**src/rtl/fifo_uart_tx_pkg.sv**
```systemverilog
// Shared types and line levels for the FIFO-fed UART transmitter.
// FIFO_UART_TX_PARITY_EN adds the PARITY state to the state enum.
package fifo_uart_tx_pkg;

  typedef enum logic [2:0] {
    ST_IDLE   = 3'd0,
    ST_REQ    = 3'd1,
    ST_LOAD   = 3'd2,
    ST_START  = 3'd3,
    ST_DATA   = 3'd4,
`ifdef FIFO_UART_TX_PARITY_EN
    ST_PARITY = 3'd5,
`endif
    ST_STOP   = 3'd6
  } state_t;

  localparam logic START_BIT  = 1'b0;
  localparam logic STOP_BIT   = 1'b1;
  localparam logic IDLE_LEVEL = 1'b1;

endpackage

```
**src/rtl/fifo_uart_tx_baud.sv**
```systemverilog
// Bit-period tick generator: tick is high on the last cycle of every
// CLKS_PER_BIT-cycle window; clear restarts the window at cycle zero.
module fifo_uart_tx_baud #(
  parameter int CLKS_PER_BIT = 16
) (
  input  logic rd_clk,
  input  logic reset,
  input  logic clear,
  output logic tick
);

  localparam int CW = (CLKS_PER_BIT > 1) ? $clog2(CLKS_PER_BIT) : 1;
  localparam logic [CW-1:0] LAST = CW'(CLKS_PER_BIT - 1);

  logic [CW-1:0] cnt_q, cnt_d;

  always_comb begin
    tick  = (cnt_q == LAST);
    cnt_d = cnt_q + 1'b1;
    if (clear || tick) begin
      cnt_d = '0;
    end
  end

  always_ff @(posedge rd_clk) begin
    if (reset) begin
      cnt_q <= '0;
    end else begin
      cnt_q <= cnt_d;
    end
  end

endmodule

```
**src/rtl/fifo_uart_tx.sv**
```systemverilog
// UART transmitter that pulls bytes from a registered-read FIFO.
// Define FIFO_UART_TX_PARITY_EN to add an even-parity bit before STOP.
module fifo_uart_tx
  import fifo_uart_tx_pkg::*;
#(
  parameter int CLKS_PER_BIT = 16,
  parameter int width        = 8
) (
  input  logic             rd_clk,
  input  logic             reset,
  input  logic             enable,
  input  logic             fifo_empty,
  input  logic [width-1:0] fifo_data,
  output logic             fifo_rd,
  output logic             tx,
  output logic             busy,
  output state_t           dbg_state
);

  localparam int BW = $clog2(width) + 1;
  localparam logic [BW-1:0] LAST_BIT = BW'(width - 1);

  state_t           state_q, state_d;
  logic [width-1:0] shift_q, shift_d;
  logic [BW-1:0]    bit_cnt_q, bit_cnt_d;
  logic             tx_q, tx_d;
  logic             rd_q, rd_d;
  logic             baud_tick;
  logic             baud_clear;
`ifdef FIFO_UART_TX_PARITY_EN
  logic             parity_q, parity_d;
`endif

  fifo_uart_tx_baud #(
    .CLKS_PER_BIT(CLKS_PER_BIT)
  ) u_baud (
    .rd_clk(rd_clk),
    .reset (reset),
    .clear (baud_clear),
    .tick  (baud_tick)
  );

  // Handshake: fifo_rd is a one-cycle strobe; fifo_data is taken in LOAD,
  // the cycle after the strobe, and enable/fifo_empty matter only in IDLE.
  always_comb begin
    state_d    = state_q;
    shift_d    = shift_q;
    bit_cnt_d  = bit_cnt_q;
    tx_d       = tx_q;
    rd_d       = 1'b0;
    baud_clear = 1'b0;
`ifdef FIFO_UART_TX_PARITY_EN
    parity_d   = parity_q;
`endif
    case (state_q)
      ST_IDLE: begin
        tx_d = IDLE_LEVEL;
        if (enable && !fifo_empty) begin
          rd_d    = 1'b1;
          state_d = ST_REQ;
        end
      end
      ST_REQ: begin
        state_d = ST_LOAD;
      end
      ST_LOAD: begin
        shift_d    = fifo_data;
        bit_cnt_d  = '0;
        tx_d       = START_BIT;
        baud_clear = 1'b1;
`ifdef FIFO_UART_TX_PARITY_EN
        parity_d   = ^fifo_data;
`endif
        state_d    = ST_START;
      end
      ST_START: begin
        if (baud_tick) begin
          tx_d    = shift_q[0];
          shift_d = shift_q >> 1;
          state_d = ST_DATA;
        end
      end
      ST_DATA: begin
        if (baud_tick) begin
          if (bit_cnt_q == LAST_BIT) begin
            bit_cnt_d = '0;
`ifdef FIFO_UART_TX_PARITY_EN
            tx_d      = parity_q;
            state_d   = ST_PARITY;
`else
            tx_d      = STOP_BIT;
            state_d   = ST_STOP;
`endif
          end else begin
            bit_cnt_d = bit_cnt_q + 1'b1;
            tx_d      = shift_q[0];
            shift_d   = shift_q >> 1;
          end
        end
      end
`ifdef FIFO_UART_TX_PARITY_EN
      ST_PARITY: begin
        if (baud_tick) begin
          tx_d    = STOP_BIT;
          state_d = ST_STOP;
        end
      end
`endif
      ST_STOP: begin
        if (baud_tick) begin
          tx_d    = IDLE_LEVEL;
          state_d = ST_IDLE;
        end
      end
      default: begin
        tx_d    = IDLE_LEVEL;
        state_d = ST_IDLE;
      end
    endcase
  end

  always_ff @(posedge rd_clk) begin
    if (reset) begin
      state_q   <= ST_IDLE;
      shift_q   <= '0;
      bit_cnt_q <= '0;
      tx_q      <= IDLE_LEVEL;
      rd_q      <= 1'b0;
`ifdef FIFO_UART_TX_PARITY_EN
      parity_q  <= 1'b0;
`endif
    end else begin
      state_q   <= state_d;
      shift_q   <= shift_d;
      bit_cnt_q <= bit_cnt_d;
      tx_q      <= tx_d;
      rd_q      <= rd_d;
`ifdef FIFO_UART_TX_PARITY_EN
      parity_q  <= parity_d;
`endif
    end
  end

  assign fifo_rd   = rd_q;
  assign tx        = tx_q;
  assign busy      = (state_q != ST_IDLE);
  assign dbg_state = state_q;

endmodule

```
**config.mk**
```make
export PLATFORM = sky130hd
export DESIGN_NAME = fifo_uart_tx
export DESIGN_NICKNAME = d
export VERILOG_FILES = /design/src/rtl/fifo_uart_tx_pkg.sv /design/src/rtl/fifo_uart_tx_baud.sv /design/src/rtl/fifo_uart_tx.sv
export SDC_FILE = /design/constraint.sdc
export NUM_CORES = 1
export LEC_CHECK = 0
export BUFFER_PORTS_ARGS = -buffer_cell sky130_fd_sc_hd__clkbuf_2
export CAP_MARGIN = 40
export CELL_PAD_IN_SITES_DETAIL_PLACEMENT = 1
export CELL_PAD_IN_SITES_GLOBAL_PLACEMENT = 2
export CORE_MARGIN = 4
export CORE_UTILIZATION = 35
export CTS_BUF_LIST = sky130_fd_sc_hd__clkbuf_2
export CTS_CLUSTER_SIZE = 30
export DETAILED_ROUTE_END_ITERATION = 7
export PLACE_DENSITY_LB_ADDON = 0.1
export REMOVE_ABC_BUFFERS = 1
export SETUP_SLACK_MARGIN = 0.5
export SYNTH_ARGS = -nofsm -noshare
export SYNTH_HDL_FRONTEND = slang
export SYNTH_SLANG_ARGS = --single-unit
```
**constraint.sdc**
```tcl
create_clock -name rd_clk -period 2.15 [get_ports rd_clk]
set_clock_uncertainty 0.15 [all_clocks]
set_input_delay 0 -clock rd_clk [delete_from_list [all_inputs] [get_ports rd_clk]]
set_output_delay 0 -clock rd_clk [all_outputs]
set_load 0.01 [all_outputs]
```
==> reports/qor.log, run 1 <==
INFO  timing         fin_crit_sh=75.75%
INFO  place          detailedPlace.worstSlack=0.1726ns
INFO  logic_synthesis netlist_area=0.001210mm^2
INFO  die            initial_utilization=36.26%
INFO  clock_network  insertion_delay=0.34ns
INFO  place          dp.cells=198
INFO  timing         final-max-slew-violation-count=0
INFO  layout         finalNetCount=201
INFO  logic_synthesis number_of_flip_flops_and_latches_in_the_synthesized_netlist=21
INFO  run            max_cap_violation_count=0
INFO  place          finalWeightedCongestion=0.7513
INFO  setup_path     timing.reg2reg.setup_slack=0.52ns
INFO  layout         leading_cell_types_in_the_layout_fill_and_taps_excluded=20 x sky130_fd_sc_hd__clkbuf_2, 18 x sky130_fd_sc_hd__buf_4, 15 x sky130_fd_sc_hd__nor2_1
INFO  global_routing grt_pass1_wl=6.244mm
INFO  timing         slew_headroom=54.10%
INFO  global_routing maximum_number_of_pins_on_one_net_before_global_route_repair=25
INFO  clock_network  max-clock-path-buffers=2
INFO  global_routing grt_antenna_before_repair=0
INFO  logic_synthesis synth.yosys.seq_area_share=34.75%
INFO  route          remaining_drc_errors=0
INFO  place          numPortBuffers=17
INFO  setup_path     r2r_end=shift_q[1]$_SDFFE_PP0P_
INFO  min_path       hold_path_end=shift_q[7]$_SDFFE_PP0P_
INFO  layout         synthToLayoutAreaGrowth=48.29%
INFO  logic_synthesis postSynth.topFlopCell=sky130_fd_sc_hd__dfxtp_1
INFO  route          postRouteWirelength=3.620mm
INFO  layout         num_antenna_cells=0
INFO  logic_synthesis synth-warning-count=0
INFO  clock_network  cts.clk_slew.worst_paths=0.22ns
INFO  setup_path     critical_path.endpoint_type=register
INFO  timing         achievable-frequency=614.0MHz
INFO  outcome        status=finished clean
INFO  layout         layout.filler_cells=396
INFO  logic_synthesis synthCells=138
INFO  route          dr.first_iter.drc_count=62
INFO  place          dp_hpwl=2.286mm
INFO  clock_network  cts_tree=done
INFO  min_path       whs_path_depth=2
INFO  die            row_count=21
INFO  route          routed_via_density=5.371
INFO  route          post_drt_wl_per_cell=15.60um
INFO  layout         postLayoutCellArea=0.001794mm^2
INFO  setup_path     critPathLaunchType=register
INFO  timing         rsz0062_at_grt=yes
INFO  die            die_h=66.80um
INFO  die            die_outline_width=66.80um
INFO  global_routing first_global_vias=1,287
INFO  die            boundaryPins=18
INFO  die            design.core.area=0.003337mm^2
INFO  layout         final_common_cell=sky130_fd_sc_hd__clkbuf_2
INFO  route          dr.pass1.iters=4
INFO  setup_path     worst-r2r-cell-count=6
INFO  die            die_area=0.004462mm^2
INFO  setup_path     crit_path_max_fanout=8
INFO  logic_synthesis count_of_different_cell_masters_after_synthesis=45
INFO  logic_synthesis synth_enable_flop_cells=0
INFO  power          worst_supply_voltage_drop_on_vdd=0.2352mV
INFO  logic_synthesis post_synthesis_async_set_or_reset_flop_share=0%
INFO  clock_network  cts_inserted_buffers=3
INFO  setup_path     arrival=1.74ns
INFO  setup_path     worst-setup-path-type=reg2reg
INFO  clock_network  cts_max_level=1
INFO  logic_synthesis synth_area_per_cell=8.767um^2
INFO  place          dpl-instance-area=0.001341mm^2
INFO  route          number_of_vias_after_detailed_routing=1,246
INFO  timing         setup-tns-final=0ns
INFO  route          final_antenna_net_count=0
INFO  timing         worst_slack=0.5213ns
INFO  clock_network  clock_sinks=21
INFO  min_path       worstHoldPathType=in2reg
INFO  power          pwr_cell_area=445.4mW/mm^2
INFO  setup_path     cp.required=2.26ns
INFO  timing         tightestPinTransition=0.6884ns
INFO  timing         final_hold_viol_count=0
INFO  timing         setup_viol=0
INFO  timing         post-route-min-period=1.629ns
INFO  global_routing groute.usage.overall=18.39%
INFO  power          static-leakage-power=0.6769nW
INFO  min_path       hold_path.startpoint=reset
INFO  global_routing gr-total-overflow=0
INFO  layout         share_of_post_route_cells_with_drive_strength_above_1=44.09%
INFO  setup_path     worst_r2r_startpoint=dbg_state[1]$_SDFFE_PP0P_
INFO  layout         fin_cells=232
INFO  clock_network  cts-root-buf=sky130_fd_sc_hd__clkbuf_2
## what timing repair did
action	in CTS	in global routing
setup buffers	12	7
hold buffers	10	0
pin swaps	4	12
endpoints found under the setup margin	16	10
endpoints found under the hold margin	10	0
gates cloned	1	0
gates resized for setup	18	29
## cells in the mapped netlist (2+ instances only)
library cell | count | area share (%)
sky130_fd_sc_hd__ha_1 | 2 | 2.1
sky130_fd_sc_hd__nor3b_1 | 2 | 1.2
sky130_fd_sc_hd__nand2_1 | 8 | 2.5
sky130_fd_sc_hd__nor3_1 | 4 | 1.7
sky130_fd_sc_hd__a221o_1 | 3 | 2.5
sky130_fd_sc_hd__a21oi_1 | 12 | 5.0
sky130_fd_sc_hd__clkbuf_1 | 3 | 0.93
sky130_fd_sc_hd__a31oi_1 | 2 | 1.0
sky130_fd_sc_hd__and3_1 | 2 | 1.0
sky130_fd_sc_hd__nand3_1 | 3 | 1.2
sky130_fd_sc_hd__nand4_1 | 2 | 1.0
sky130_fd_sc_hd__o31ai_2 | 3 | 3.1
sky130_fd_sc_hd__a32o_1 | 4 | 3.3
sky130_fd_sc_hd__inv_1 | 2 | 0.62
sky130_fd_sc_hd__nor2_1 | 16 | 5.0
sky130_fd_sc_hd__buf_2 | 3 | 1.2
sky130_fd_sc_hd__o21ai_0 | 6 | 2.5
sky130_fd_sc_hd__a22o_1 | 2 | 1.4
sky130_fd_sc_hd__mux2i_1 | 3 | 2.5
sky130_fd_sc_hd__nor2b_1 | 5 | 2.6
sky130_fd_sc_hd__dfxtp_1 | 21 | 35
sky130_fd_sc_hd__o21ai_1 | 2 | 0.83
sky130_fd_sc_hd__nand3b_1 | 2 | 1.2
sky130_fd_sc_hd__buf_6 | 2 | 1.9
sky130_fd_sc_hd__nand2b_1 | 2 | 1.0
sky130_fd_sc_hd__o2bb2ai_1 | 3 | 2.2
## layer usage
layer / vias to the layer above / track usage (%) / wire, um
met3: 5 / 2.698 / 71
met1: 605 / 22.72 / 1631
met5: - / 0 / 0
met4: 0 / 6.091 / 44
met2: 15 / 32.30 / 1872
li1: 621 / - / -
## where the power goes
| group | internal, W | total [W] | switching [W] |
|---|---|---|---|
| registers | 0.000412 | 0.000434 | 0.0000215 |
| logic | 0.0000994 | 0.000198 | 0.0000988 |
| clock network | 0.0000421 | 0.000167 | 0.000125 |
## sequential cells by signal, indices dropped and copies added (netlist names)
signal        cells
shift_q           8
bit_cnt_q         4
u_baud.cnt_q      4
dbg_state         3
fifo_rd           1
tx                1
## worst max-delay path by stage
stage                                from                       to  slack (ns)  cells after the start
2_1_floorplan   dbg_state[1]$_SDFFE_PP0P_          tx$_SDFFE_PP1P_        0.22                      4
3_3_place_gp   u_baud.cnt_q[0]$_SDFF_PP0_  shift_q[5]$_SDFFE_PP0P_        0.23                      5
3_5_place_dp   u_baud.cnt_q[0]$_SDFF_PP0_  shift_q[5]$_SDFFE_PP0P_        0.17                      5
4_1_cts         dbg_state[1]$_SDFFE_PP0P_          tx$_SDFFE_PP1P_        0.48                      7
5_1_grt         dbg_state[1]$_SDFFE_PP0P_  shift_q[1]$_SDFFE_PP0P_        0.43                      6
6_report        dbg_state[1]$_SDFFE_PP0P_  shift_q[1]$_SDFFE_PP0P_        0.52                      6
## critical path: stages (launching register included)
cell and delay [ns]:
sky130_fd_sc_hd__dfxtp_2 0.37, sky130_fd_sc_hd__buf_6 0.13, sky130_fd_sc_hd__nand3b_1 0.18, sky130_fd_sc_hd__buf_4 0.17
sky130_fd_sc_hd__nand2_4 0.11, sky130_fd_sc_hd__a221o_1 0.36, sky130_fd_sc_hd__a21oi_1 0.11
## cell type report
class	count	area [um^2]	share of cell area, %
multi-input cells	108	880.8	49.09
flip-flops and latches	21	431.7	24.06
clock inverters	1	5.005	0.2789
clock buffers	3	15.01	0.8368
inverters	2	7.507	0.4184
well taps	46	57.56	3.208
repair buffers	51	396.6	22.11
## per-stage QoR
stage | total power, W | util (%) | hold WS [ns]
detailed placement | 0.0005727 | 40.20 | 0.1103
floorplan | 0.0005175 | - | -0.08093
global route | 0.0008519 | 53.77 | 0.1459
CTS | 0.0007736 | 48.41 | 0.06560
finish | 0.0007991 | 53.77 | 0.1299
global placement | 0.0005677 | 40.20 | 0.1023
## kinds of logic (layout without fill, tap and decap cells)
family                   Yosys count  count (layout)  synth area share [%]
multiplexers                       3               3                 2.482
XOR/XNOR                           2               2                 1.448
AND/OR/NAND/NOR                   55              56                 25.85
AO/OA/AOI/OAI                     44              44                 27.92
flip-flops                        21              21                 34.75
adder cells (fa/ha/maj)            3               3                 2.895
buffers and inverters             10              57                 4.653
(Power assumes the default switching activity.)
==> run 2, diff against run 1 <==
--- a/config.mk
+++ b/config.mk
@@ -10,7 +10,7 @@
 export CELL_PAD_IN_SITES_DETAIL_PLACEMENT = 1
 export CELL_PAD_IN_SITES_GLOBAL_PLACEMENT = 2
 export CORE_MARGIN = 4
-export CORE_UTILIZATION = 35
+export CORE_UTILIZATION = 32
 export CTS_BUF_LIST = sky130_fd_sc_hd__clkbuf_2
 export CTS_CLUSTER_SIZE = 30
 export DETAILED_ROUTE_END_ITERATION = 7
==> constraint.sdc (replaced) <==
create_clock -name rd_clk -period 1.35 [get_ports rd_clk]
set_clock_uncertainty 0.15 [all_clocks]
set_input_delay 0 -clock rd_clk [delete_from_list [all_inputs] [get_ports rd_clk]]
set_output_delay 0 -clock rd_clk [all_outputs]
set_load 0.01 [all_outputs]
==> run 2 against run 1 <==
The run now ends with hold timing, setup timing left; flip-flop and latch count unchanged; worst hold slack worse by 0.39 ns; utilization up 5.5 points; setup slack worse by 0.84 ns; critical path depth up 1; sequential share of layout area down 4.1 points; first-iteration DRC count down 65%; sequential power up 59%; clock power up 82%.
==> reports/qor.log, run 2 (synthesis gave the netlist of run 1 again) <==
INFO  global_routing gr-total-overflow=0
INFO  route          postRouteWirelength=4.409mm
INFO  global_routing grt_pass1_wl=6.989mm
INFO  power          report.power.total=0.001423W
INFO  die            design.core.area=0.003661mm^2
INFO  setup_path     worst_r2r_startpoint=dbg_state[2]$_SDFFE_PP0P_
INFO  layout         largest_reg_flops=8
INFO  clock_network  cts.clk_slew.worst_paths=0.23ns
INFO  layout         largestRegisters=shift_q: 8 flops, bit_cnt_q: 4 flops, u_baud.cnt_q: 4 flops
INFO  setup_path     worst-setup-path-type=reg2reg
INFO  route          dr.pass1.iters=4
INFO  timing         hold_slack=-0.2595ns
INFO  place          numPortBuffers=17
INFO  timing         achievable-frequency=600.8MHz
INFO  timing         setup_viol=21
INFO  route          post_drt_wl_per_cell=16.70um
INFO  layout         finish.utilization=59.23%
INFO  global_routing maximum_number_of_pins_on_one_net_before_global_route_repair=14
INFO  place          dp_hpwl=2.735mm
INFO  route          dr.first_iter.drc_count=22
INFO  layout         postLayoutCellArea=0.002168mm^2
INFO  setup_path     timing.reg2reg.setup_slack=-0.31ns
INFO  min_path       whs_path_depth=3
INFO  setup_path     cp-endpoint=shift_q[0]$_SDFFE_PP0P_
INFO  layout         finalNetCount=231
INFO  setup_path     r2r_end=shift_q[0]$_SDFFE_PP0P_
INFO  clock_network  postCtsHoldBufs=5
INFO  timing         fin_crit_sh=123.3%
INFO  timing         worst_slack=-0.3145ns
INFO  power          static-leakage-power=0.8834nW
INFO  clock_network  cts_inserted_buffers=3
INFO  power          pwr_cell_area=656.3mW/mm^2
INFO  global_routing first_global_vias=1,489
INFO  die            boundaryPins=18
INFO  clock_network  insertion_delay=0.38ns
INFO  place          finalWeightedCongestion=0.7712
INFO  min_path       worstHoldPathType=in2reg
INFO  timing         final-max-slew-violation-count=0
INFO  layout         num_antenna_cells=0
INFO  timing         final_hold_viol_count=13
INFO  outcome        status=finished, violations left
INFO  die            die_outline_width=69.49um
INFO  timing         post-route-min-period=1.664ns
INFO  global_routing groute.usage.overall=17.76%
INFO  route          routed_via_density=5.144
INFO  die            row_count=22
INFO  route          final_antenna_net_count=0
INFO  setup_path     worst-r2r-cell-count=7
INFO  setup_path     cp.required=1.54ns
INFO  clock_network  clock_sinks=21
INFO  setup_path     crit_top_cell=sky130_fd_sc_hd__buf_6
INFO  clock_network  cts_tree=done
INFO  timing         rsz0062_at_grt=yes
INFO  layout         share_of_post_route_cells_with_drive_strength_above_1=62.50%
INFO  clock_network  cts_max_level=1
INFO  setup_path     cp-startpoint=dbg_state[2]$_SDFFE_PP0P_
INFO  setup_path     crit_path_cell_trace=buf_6, buf_4, and2b_2, buf_6, nor2_1, a221o_1, a21oi_2
INFO  run            max_cap_violation_count=0
INFO  place          dpl-instance-area=0.001614mm^2
INFO  setup_path     crit_slowest_cell=sky130_fd_sc_hd__dfxtp_2
INFO  die            die_area=0.004829mm^2
INFO  timing         slew_headroom=79.37%
INFO  setup_path     critical_path.max_stage_delay=0.38ns
INFO  setup_path     critPathLaunchType=register
INFO  clock_network  cts-root-buf=sky130_fd_sc_hd__clkbuf_2
INFO  layout         leading_cell_types_in_the_layout_fill_and_taps_excluded=37 x sky130_fd_sc_hd__buf_4, 25 x sky130_fd_sc_hd__buf_6, 16 x sky130_fd_sc_hd__clkbuf_2
INFO  outcome        violations=hold timing, setup timing
INFO  die            die_h=69.49um
INFO  layout         largest_register=shift_q
INFO  layout         synthToLayoutAreaGrowth=79.21%
INFO  layout         final_common_cell=sky130_fd_sc_hd__buf_4
INFO  setup_path     critical_path.endpoint_type=register
INFO  power          worst_supply_voltage_drop_on_vdd=0.4425mV
INFO  route          remaining_drc_errors=0
INFO  timing         tightestPinTransition=0.3089ns
INFO  clock_network  max-clock-path-buffers=2
INFO  global_routing grt_antenna_before_repair=0
INFO  setup_path     crit_path_max_fanout=5
INFO  die            initial_utilization=33.05%
INFO  route          number_of_vias_after_detailed_routing=1,358
INFO  setup_path     arrival=1.85ns
[run 2: worst min path at each step]
stage            startpoint                   endpoint  slack [ns]
3_5_place_dp   fifo_data[7]    shift_q[7]$_SDFFE_PP0P_        0.11
3_3_place_gp   fifo_data[7]    shift_q[7]$_SDFFE_PP0P_        0.11
5_1_grt              enable         fifo_rd$_SDFF_PP0_       -0.26
2_1_floorplan         reset  bit_cnt_q[2]$_SDFFE_PP0P_       -0.08
6_report             enable         fifo_rd$_SDFF_PP0_       -0.26
4_1_cts              enable         fifo_rd$_SDFF_PP0_       -0.23
[run 2: through the flow]
step / worst slack [ns] / cells / setup TNS (ns)
floorplan: -0.5800 / 130 / -6.748
finish: -0.3145 / 264 / -4.536
detailed placement: -0.3995 / 236 / -4.446
CTS: -0.3095 / 258 / -4.018
global placement: -0.3497 / 236 / -3.837
global route: -0.4177 / 264 / -5.930
[run 2: final cells by class]
type	count	area (um^2)
inverters	2	7.507
fillers	413	1493
clock inverters	1	5.005
repair buffers	82	699.4
flip-flops and latches	21	432.9
well taps	48	60.06
multi-input cells	107	948.4
clock buffers	3	15.01
[run 2: metal layers]
metal / share of wire [%] / track usage, % / vias up
met5: 0 / 0 / -
li1: - / - / 677
met3: 2.4 / 2.609 / 5
met4: 1.5 / 4.989 / 0
met2: 54 / 34.53 / 18
met1: 42 / 19.61 / 658
[run 2: where the power goes]
group	internal (W)	switching, W
logic	0.000233	0.000195
clock network	0.0000669	0.000237
registers	0.000657	0.0000343
[run 2: timing repair]
item,CTS,global route
pin swaps,35,11
endpoints found under the setup margin,27,27
endpoints found under the hold margin,17,12
resized for setup,68,26
setup buffers,13,6
[run 2: critical path: cells and delay by family (launching register included)]
kind	cells	cell delay [ns]
AOI/OAI and AO/OA	2	0.44
and+or+nand+nor	2	0.28
buffers and inverters	3	0.37
DFF	1	0.38
